[src/rtl/wb_stage_pkg.sv]
// Shared writeback-stage definitions: bus layout, CP0 addresses, exception vector.
// The optional CP0 timer is enabled by defining CP0_TIMER_EN.
package wb_stage_pkg;

    localparam int MS_TO_WS_BUS_WD = 115;

    localparam logic [4:0] CP0_COUNT   = 5'd9;
    localparam logic [4:0] CP0_COMPARE = 5'd11;
    localparam logic [4:0] CP0_STATUS  = 5'd12;
    localparam logic [4:0] CP0_CAUSE   = 5'd13;
    localparam logic [4:0] CP0_EPC     = 5'd14;

    localparam logic [31:0] EX_ENTRY = 32'hbfc0_0380;

    typedef struct packed {
        logic        mtc0_we;
        logic [4:0]  cp0_addr;
        logic        res_from_cp0;
        logic [31:0] rt_value;
        logic        ex;
        logic [4:0]  excode;
        logic        gr_we;
        logic [4:0]  dest;
        logic [31:0] final_result;
        logic [31:0] pc;
    } ms_to_ws_t;

    function automatic logic [31:0] cause_word(logic ti, logic [4:0] code);
        return {1'b0, ti, 23'd0, code, 2'b00};
    endfunction

endpackage

[src/rtl/wb_cp0.sv]
// CP0 register file: Status.EXL, Cause (TI, ExcCode), EPC.
// Count/Compare and the timer interrupt exist only when CP0_TIMER_EN is defined.
import wb_stage_pkg::*;

module wb_cp0 (
    input  logic        clk,
    input  logic        reset,
    input  logic        we,
    input  logic [4:0]  addr,
    input  logic [31:0] wdata,
    input  logic        ex,
    input  logic [4:0]  excode,
    input  logic [31:0] ex_pc,
    output logic [31:0] rdata
);

    logic        exl;
    logic [4:0]  exccode;
    logic [31:0] epc;
    logic        ti;

    // EPC only captures the first exception; nested ones keep the original
    always_ff @(posedge clk or posedge reset) begin
        if (reset) begin
            exl     <= 1'b0;
            exccode <= 5'd0;
            epc     <= 32'd0;
        end else if (ex) begin
            exl     <= 1'b1;
            exccode <= excode;
            if (!exl) epc <= ex_pc;
        end else if (we) begin
            if (addr == CP0_STATUS) exl <= wdata[1];
            if (addr == CP0_EPC)    epc <= wdata;
        end
    end

`ifdef CP0_TIMER_EN
    logic [31:0] count;
    logic [31:0] compare;
    logic        tick;

    always_ff @(posedge clk or posedge reset) begin
        if (reset) begin
            count   <= 32'd0;
            compare <= 32'd0;
            tick    <= 1'b0;
            ti      <= 1'b0;
        end else begin
            tick <= ~tick;
            if (we && addr == CP0_COUNT) count <= wdata;
            else if (tick)               count <= count + 32'd1;
            if (we && addr == CP0_COMPARE) begin
                compare <= wdata;
                ti      <= 1'b0;
            end else if (count == compare) begin
                ti <= 1'b1;
            end
        end
    end
`else
    assign ti = 1'b0;
`endif

    always_comb begin
        rdata = 32'd0;
        case (addr)
            CP0_STATUS:  rdata = {30'd0, exl, 1'b0};
            CP0_CAUSE:   rdata = cause_word(ti, exccode);
            CP0_EPC:     rdata = epc;
`ifdef CP0_TIMER_EN
            CP0_COUNT:   rdata = count;
            CP0_COMPARE: rdata = compare;
`endif
            default:     rdata = 32'd0;
        endcase
    end

endmodule

[src/rtl/wb_stage.sv]
// Writeback stage: retires instructions to the register file and owns CP0.
// Build option CP0_TIMER_EN adds Count/Compare and the timer interrupt.
import wb_stage_pkg::*;

module wb_stage (
    input  logic                       clk,
    input  logic                       reset,
    input  logic                       ms_to_ws_valid,
    input  logic [MS_TO_WS_BUS_WD-1:0] ms_to_ws_bus,
    output logic                       ws_allowin,
    output logic                       rf_we,
    output logic [4:0]                 rf_waddr,
    output logic [31:0]                rf_wdata,
    output logic                       ex_from_ws,
    output logic [31:0]                ex_target,
    output logic [31:0]                debug_wb_pc,
    output logic [3:0]                 debug_wb_rf_wen,
    output logic [4:0]                 debug_wb_rf_wnum,
    output logic [31:0]                debug_wb_rf_wdata
);

    logic        ws_valid;
    logic        ws_ready_go;
    ms_to_ws_t   ws_bus;
    logic [31:0] cp0_rdata;
    logic        cp0_we;

    assign ws_ready_go = 1'b1;
    assign ws_allowin  = !ws_valid || ws_ready_go;

    always_ff @(posedge clk or posedge reset) begin
        if (reset)           ws_valid <= 1'b0;
        else if (ws_allowin) ws_valid <= ms_to_ws_valid;
    end

    always_ff @(posedge clk) begin
        if (ws_allowin && ms_to_ws_valid) ws_bus <= ms_to_ws_bus;
    end

    assign ex_from_ws = ws_valid && ws_bus.ex;
    assign ex_target  = EX_ENTRY;
    assign cp0_we     = ws_valid && ws_bus.mtc0_we && !ws_bus.ex;

    wb_cp0 u_cp0 (
        .clk    (clk),
        .reset  (reset),
        .we     (cp0_we),
        .addr   (ws_bus.cp0_addr),
        .wdata  (ws_bus.rt_value),
        .ex     (ex_from_ws),
        .excode (ws_bus.excode),
        .ex_pc  (ws_bus.pc),
        .rdata  (cp0_rdata)
    );

    assign rf_we    = ws_valid && ws_bus.gr_we && !ws_bus.ex;
    assign rf_waddr = ws_bus.dest;
    assign rf_wdata = ws_bus.res_from_cp0 ? cp0_rdata : ws_bus.final_result;

    assign debug_wb_pc       = ws_bus.pc;
    assign debug_wb_rf_wen   = {4{rf_we}};
    assign debug_wb_rf_wnum  = rf_waddr;
    assign debug_wb_rf_wdata = rf_wdata;

endmodule
[config.mk]
export PLATFORM = sky130hd
export DESIGN_NAME = wb_stage
export DESIGN_NICKNAME = d
export VERILOG_FILES = /design/src/rtl/wb_stage_pkg.sv /design/src/rtl/wb_cp0.sv /design/src/rtl/wb_stage.sv
export SDC_FILE = /design/constraint.sdc
export NUM_CORES = 1
export LEC_CHECK = 0
export BUFFER_PORTS_ARGS = -buffer_cell sky130_fd_sc_hd__buf_2
export CAP_MARGIN = 30
export CORE_ASPECT_RATIO = 0.6
export CORE_MARGIN = 4
export CORE_UTILIZATION = 49
export CTS_CLUSTER_SIZE = 40
export DETAILED_ROUTE_END_ITERATION = 12
export PLACE_DENSITY = 0.85
export SETUP_SLACK_MARGIN = 0.05
export SLEW_MARGIN = 20
export SYNTH_ARGS = -nofsm -noshare
export SYNTH_HDL_FRONTEND = slang
export SYNTH_SLANG_ARGS = --single-unit
[constraint.sdc]
create_clock -name clk -period 2.4 [get_ports clk]
set_clock_uncertainty 0.2 [all_clocks]
set_input_delay 0.36 -clock clk [delete_from_list [all_inputs] [get_ports clk]]
set_output_delay 0.36 -clock clk [all_outputs]
set_load 0.01 [all_outputs]
Yosys cells after proc, flatten, opt, wreduce, memory -nomap -nowiden --
Index checks and enable logic that the tools add are counted. Widths: inputs -> output; s select.
Operators by class: equality and inequality tests 4, reduce and logical (&&, ||, !) cells 11, muxes and demuxes 9
Operators with widths (count):
- $mux 32 | 5
- $pmux 32 s3 | 1
- $eq 5x4->1 const B | 3
- $reduce_bool 2->1 | 3
- $logic_and 1x1->1 | 5
- $mux 1 | 3
- $reduce_and 3->1 | 1
- $ne 2x2->1 const B | 1
- $reduce_and 2->1 | 1
- $logic_not 1->1 | 1
Storage, ports and cells: bits of input ports 118, output and inout port bits 145, logic and storage cells 38, flip-flop bits (word level) 154

Longest topological paths before layout --
word-level depth 4, depth in mapped cells 5, gate-level depth less buffers 3

By module --
From an unflattened synthesis, not the netlist that was laid out.
Second synthesis, totals: cells, all modules 436, area, all modules 7010.5 µm²
Modules (own cells, without submodules):
- wb_stage | seq. area each 3478.3 µm², cells each 269, times used 1, area an instance 4890.9 µm²
- wb_cp0 | seq. area each 950.9 µm², cells each 167, times used 1, area an instance 2119.5 µm²

Least setup slack after synthesis --
No wires, ideal clock.
path type register -> output, start reg ws_bus[108] (netlist name), end out rf_wdata[4], cell stages (with the launch flop) 6, data required time 1.840 ns, setup slack 0.452 ns, buffers on the path 2, data arrival time 1.388 ns, cell sequence edfxtp_1 nand4b_1 nor2_1 buf_2 a221o_1 buf_4
Between the ends: longest elaborated chain between the ends 1
Ends and longest elaborated chain:
- from (decl) | RTL line wb_stage.sv:24 | ms_to_ws_t ws_bus;
- from (signal assigned) | RTL line wb_stage.sv:37 | if (ws_allowin && ms_to_ws_valid) ws_bus <= ms_to_ws_bus;
- $mux 32 | RTL line wb_stage.sv:58 | assign rf_wdata = ws_bus.res_from_cp0 ? cp0_rdata : ws_bus.final_result;
- to (decl) | RTL line wb_stage.sv:13 | output logic [31:0] rf_wdata,
Every way passes these cells.

Final worst setup path --
start reg ws_bus[113] (netlist name), end out debug_wb_rf_wdata[4]
Between the ends: longest elaborated chain between the ends 3, elaborated cells between the ends (all ways) 5, classes of those cells 3 x eq/ne; 2 x mux
Ends and longest elaborated chain:
- $eq 5x4->1 | RTL line wb_cp0.sv:67 | case (addr)
- $pmux 32 s3 (*) | RTL line wb_cp0.sv:67
- $mux 32 (*) | RTL line wb_stage.sv:58
- to (decl) | RTL line wb_stage.sv:19 | output logic [31:0] debug_wb_rf_wdata
Every way passes the cells marked *; elsewhere a longest branch is shown, timed or not.

==> impl_metrics.csv <==
group,metric,value,unit
outcome,outcome,"finished clean",
setup_path,crit_type,"flop to primary output",
setup_path,end_kind,"primary output",
synth,synth_top_cell_by_area,"edfxtp_1",
pwr,seqPwrFrac,48.8,%
synth,yosysUniqueCellTypes,27,
die,die_w,158,um
clocking,numCtsBuffers,17,
timing,layout_min_cycle_time,2.38,ns
detailed_routing,firstDrtPassIters,4,
pwr,irDropWorstVdd,0.483,mV
clocking,clock_sinks,154,
timing,tns,0,ns
detailed_routing,ant_nets,0,
synth,netlist_area,6600,um2
detailed_routing,wire_per_inst,19.6,um
clocking,clk_latency,0.41,ns
detailed_routing,vias,4284,
synth,yosys_warnings,0,
die,dieHeight,97.9,um
pwr,power_density,781,nW/um2
timing,hold_viol_final,0,
synth,syn_inst,407,
pwr,clkPwrFrac,37.1,%
synth,synth_top_area_share,52.3,%
grt,antenna_found_initial,0,
pwr,switching_share,24.6,%
timing,fmaxAchievable,420,MHz
place,port_buffers,229,
place,hpwl,10.5,mm
timing,tightest_slew,0.657,ns
grt,grt_remaining_overflow,0,
die,core-area,13000,um2
clocking,tritoncts,"done",
die,row_count,32,
job,maxCapViolations,0,
setup_path,critPathArrivalTime,1.82,ns
cells_and_area,n_antenna_cell,0,
synth,ys_ff_latch,154,
detailed_routing,wl,17.1,mm
timing,drv_slew,0,
die,start_util,50.7,%
clocking,h-tree-depth,4,
clocking,root_buffer,"clkbuf_16",
detailed_routing,avgViaCountPerCell,4.91,
clocking,ctsLongestPathBuffers,2,
grt,grt_pass1_wl,25.8,mm
timing,rsz0062_at_grt,"true",
pwr,p_comb_share,14.2,%
clocking,path_clk_slew,0.06,ns
detailed_routing,drc,0,
place,gp_congestion,0.798,
cells_and_area,drive_gt1_share,48.7,%
worst_hold_path,hp-class,"flop to flop",
die,die_area,15400,um2
pwr,p_switching,1.74,mW
grt,grt_max_degree,117,
timing,finalSetupViolations,0,
cells_and_area,nFillCells,827,
grt,track_usage,21.9,%
pwr,p_int,5.33,mW
grt,first_global_vias,4766,
synth,synth.top_cells.by_area,"edfxtp_1, dfrtp_1, buf_4",
setup_path,worstPathRequired,1.84,ns
timing,layout_setup_ws,0.0214,ns
timing,fin_hold_ws,0.275,ns
synth,ys_seq_area_share,67.1,%
timing,slew_headroom,56.2,%
synth,synth_area_per_cell,16.2,um2
detailed_routing,drtIter0Drc,272,
timing,finalCritPeriodShare,99.1,%
pwr,total_power,7.08,mW
place,dp_slack,0.227,ns
pwr,p_leak,3.98,nW
setup_path,critPathLaunchType,"flop",
setup_path,path_max_fanout,16,
cells_and_area,fin_nets,807,
die,io_pins,263,
cells_and_area,syn_to_final_growth,37.3,%
[critical path, stage by stage (launching register included)]
cell and delay (ns):
edfxtp_1 0.39, nand4b_1 0.29, nor2_4 0.22, buf_12 0.17, a221o_1 0.19, buf_2 0.16
[cell type report]
| class | instances | area [um2] | area share [%] |
|---|---|---|---|
| clock buffer | 20 | 457 | 5.04 |
| clock inverter | 12 | 129 | 1.42 |
| multi-input combinational | 157 | 1380 | 15.2 |
| tap | 170 | 213 | 2.35 |
| sequential | 154 | 4430 | 48.9 |
| inverter | 3 | 11.3 | 0.124 |
| timing repair buffer | 356 | 2450 | 27.0 |
[power groups by stage]
stage | logic (mW) | registers [mW] | clock network, mW
after floorplan | 0.647 | 3.42 | 0
after CTS | 0.988 | 3.44 | 2.68
after global placement | 0.800 | 3.47 | 0
after detailed placement | 0.831 | 3.49 | 0
final | 1.00 | 3.45 | 2.62
after global routing | 1.08 | 3.49 | 2.80
[flip-flops by register name (all words and copies together) (netlist names)]
name	cells
debug_wb_rf_wnum	5
u_cp0.exl	1
ws_valid	1
u_cp0.exccode	5
ws_bus	78
u_cp0.epc	32
debug_wb_pc	32
[logic make-up after synthesis]
kind of cell / synth area share [%]
mux: 12.0
compound gates: 4.85
other cells: 0.114
simple gates: 1.91
buf+inv: 14.0
flops: 67.1
[repair_timing]
| item | 4_1_cts | 5_1_grt |
|---|---|---|
| endpoints found under the setup margin | 64 | 64 |
| pin swaps | 2 | 3 |
| gates resized for setup | 4 | 5 |
| hold endpoints to repair | 133 | 0 |
| setup buffers | 2 | 0 |
| hold buffers | 116 | 0 |
[worst paths after layout]
path	slack (ns)	end	cells after the start	start
min reg2reg	0.27	u_cp0.exccode[2]	1	ws_bus[72]
min in group asynchronous	0.31	u_cp0.epc[7]	3	reset
max in group asynchronous	0.98	u_cp0.epc[9]	4	reset
min	0.27	u_cp0.exccode[2]	1	ws_bus[72]
max	0.02	debug_wb_rf_wdata[4]	5	ws_bus[113]
max reg2reg	0.33	u_cp0.epc[29]	4	ws_bus[109]
[layout by cell type (no fill, tap or decap), drive strengths merged, types with 3 or more instances in the layout]
cell           n
buf          240
nor2b          5
mux2          68
clkinv         3
a22o          26
dlygate4sd3  116
dfrtp         39
edfxtp       115
a221o          6
nor2           4
inv           10
clkbuf        20
nand2          3
conb          33
[per-stage QoR]
step                      cell area (um2)  cells  utilization, %
final                                9060    872            69.6
after global routing                 9060    872            69.6
after CTS                            9040    872            69.5
after detailed placement             7260    722            55.8
after global placement               7260    722            55.8
after floorplan                      6720    438               -
[cells in the mapped netlist, drive strengths merged]
cell type  count
buf          121
edfxtp       115
mux2          68
dfrtp         39
a22o          26
a221o          6
nor2b          5
nor2           4
clkbuf         3
nand2          3
conb           2
inv            2
nand3b         2
nor4           2
and2           1
clkinv         1
mux2i          1
nand2b         1
nand3          1
nand4b         1
nor3b          1
o21ai          1
o41ai          1
[per-layer routing]
| layer | global-route usage (%) | up-vias | wire, um |
|---|---|---|---|
| li1 | - | 1917 | - |
| met1 | 26.5 | 2116 | 6600 |
| met2 | 38.7 | 231 | 8820 |
| met3 | 5.27 | 20 | 1420 |
| met4 | 7.01 | 0 | 282 |
| met5 | 0 | - | 0 |
(Power assumes the default switching activity.)
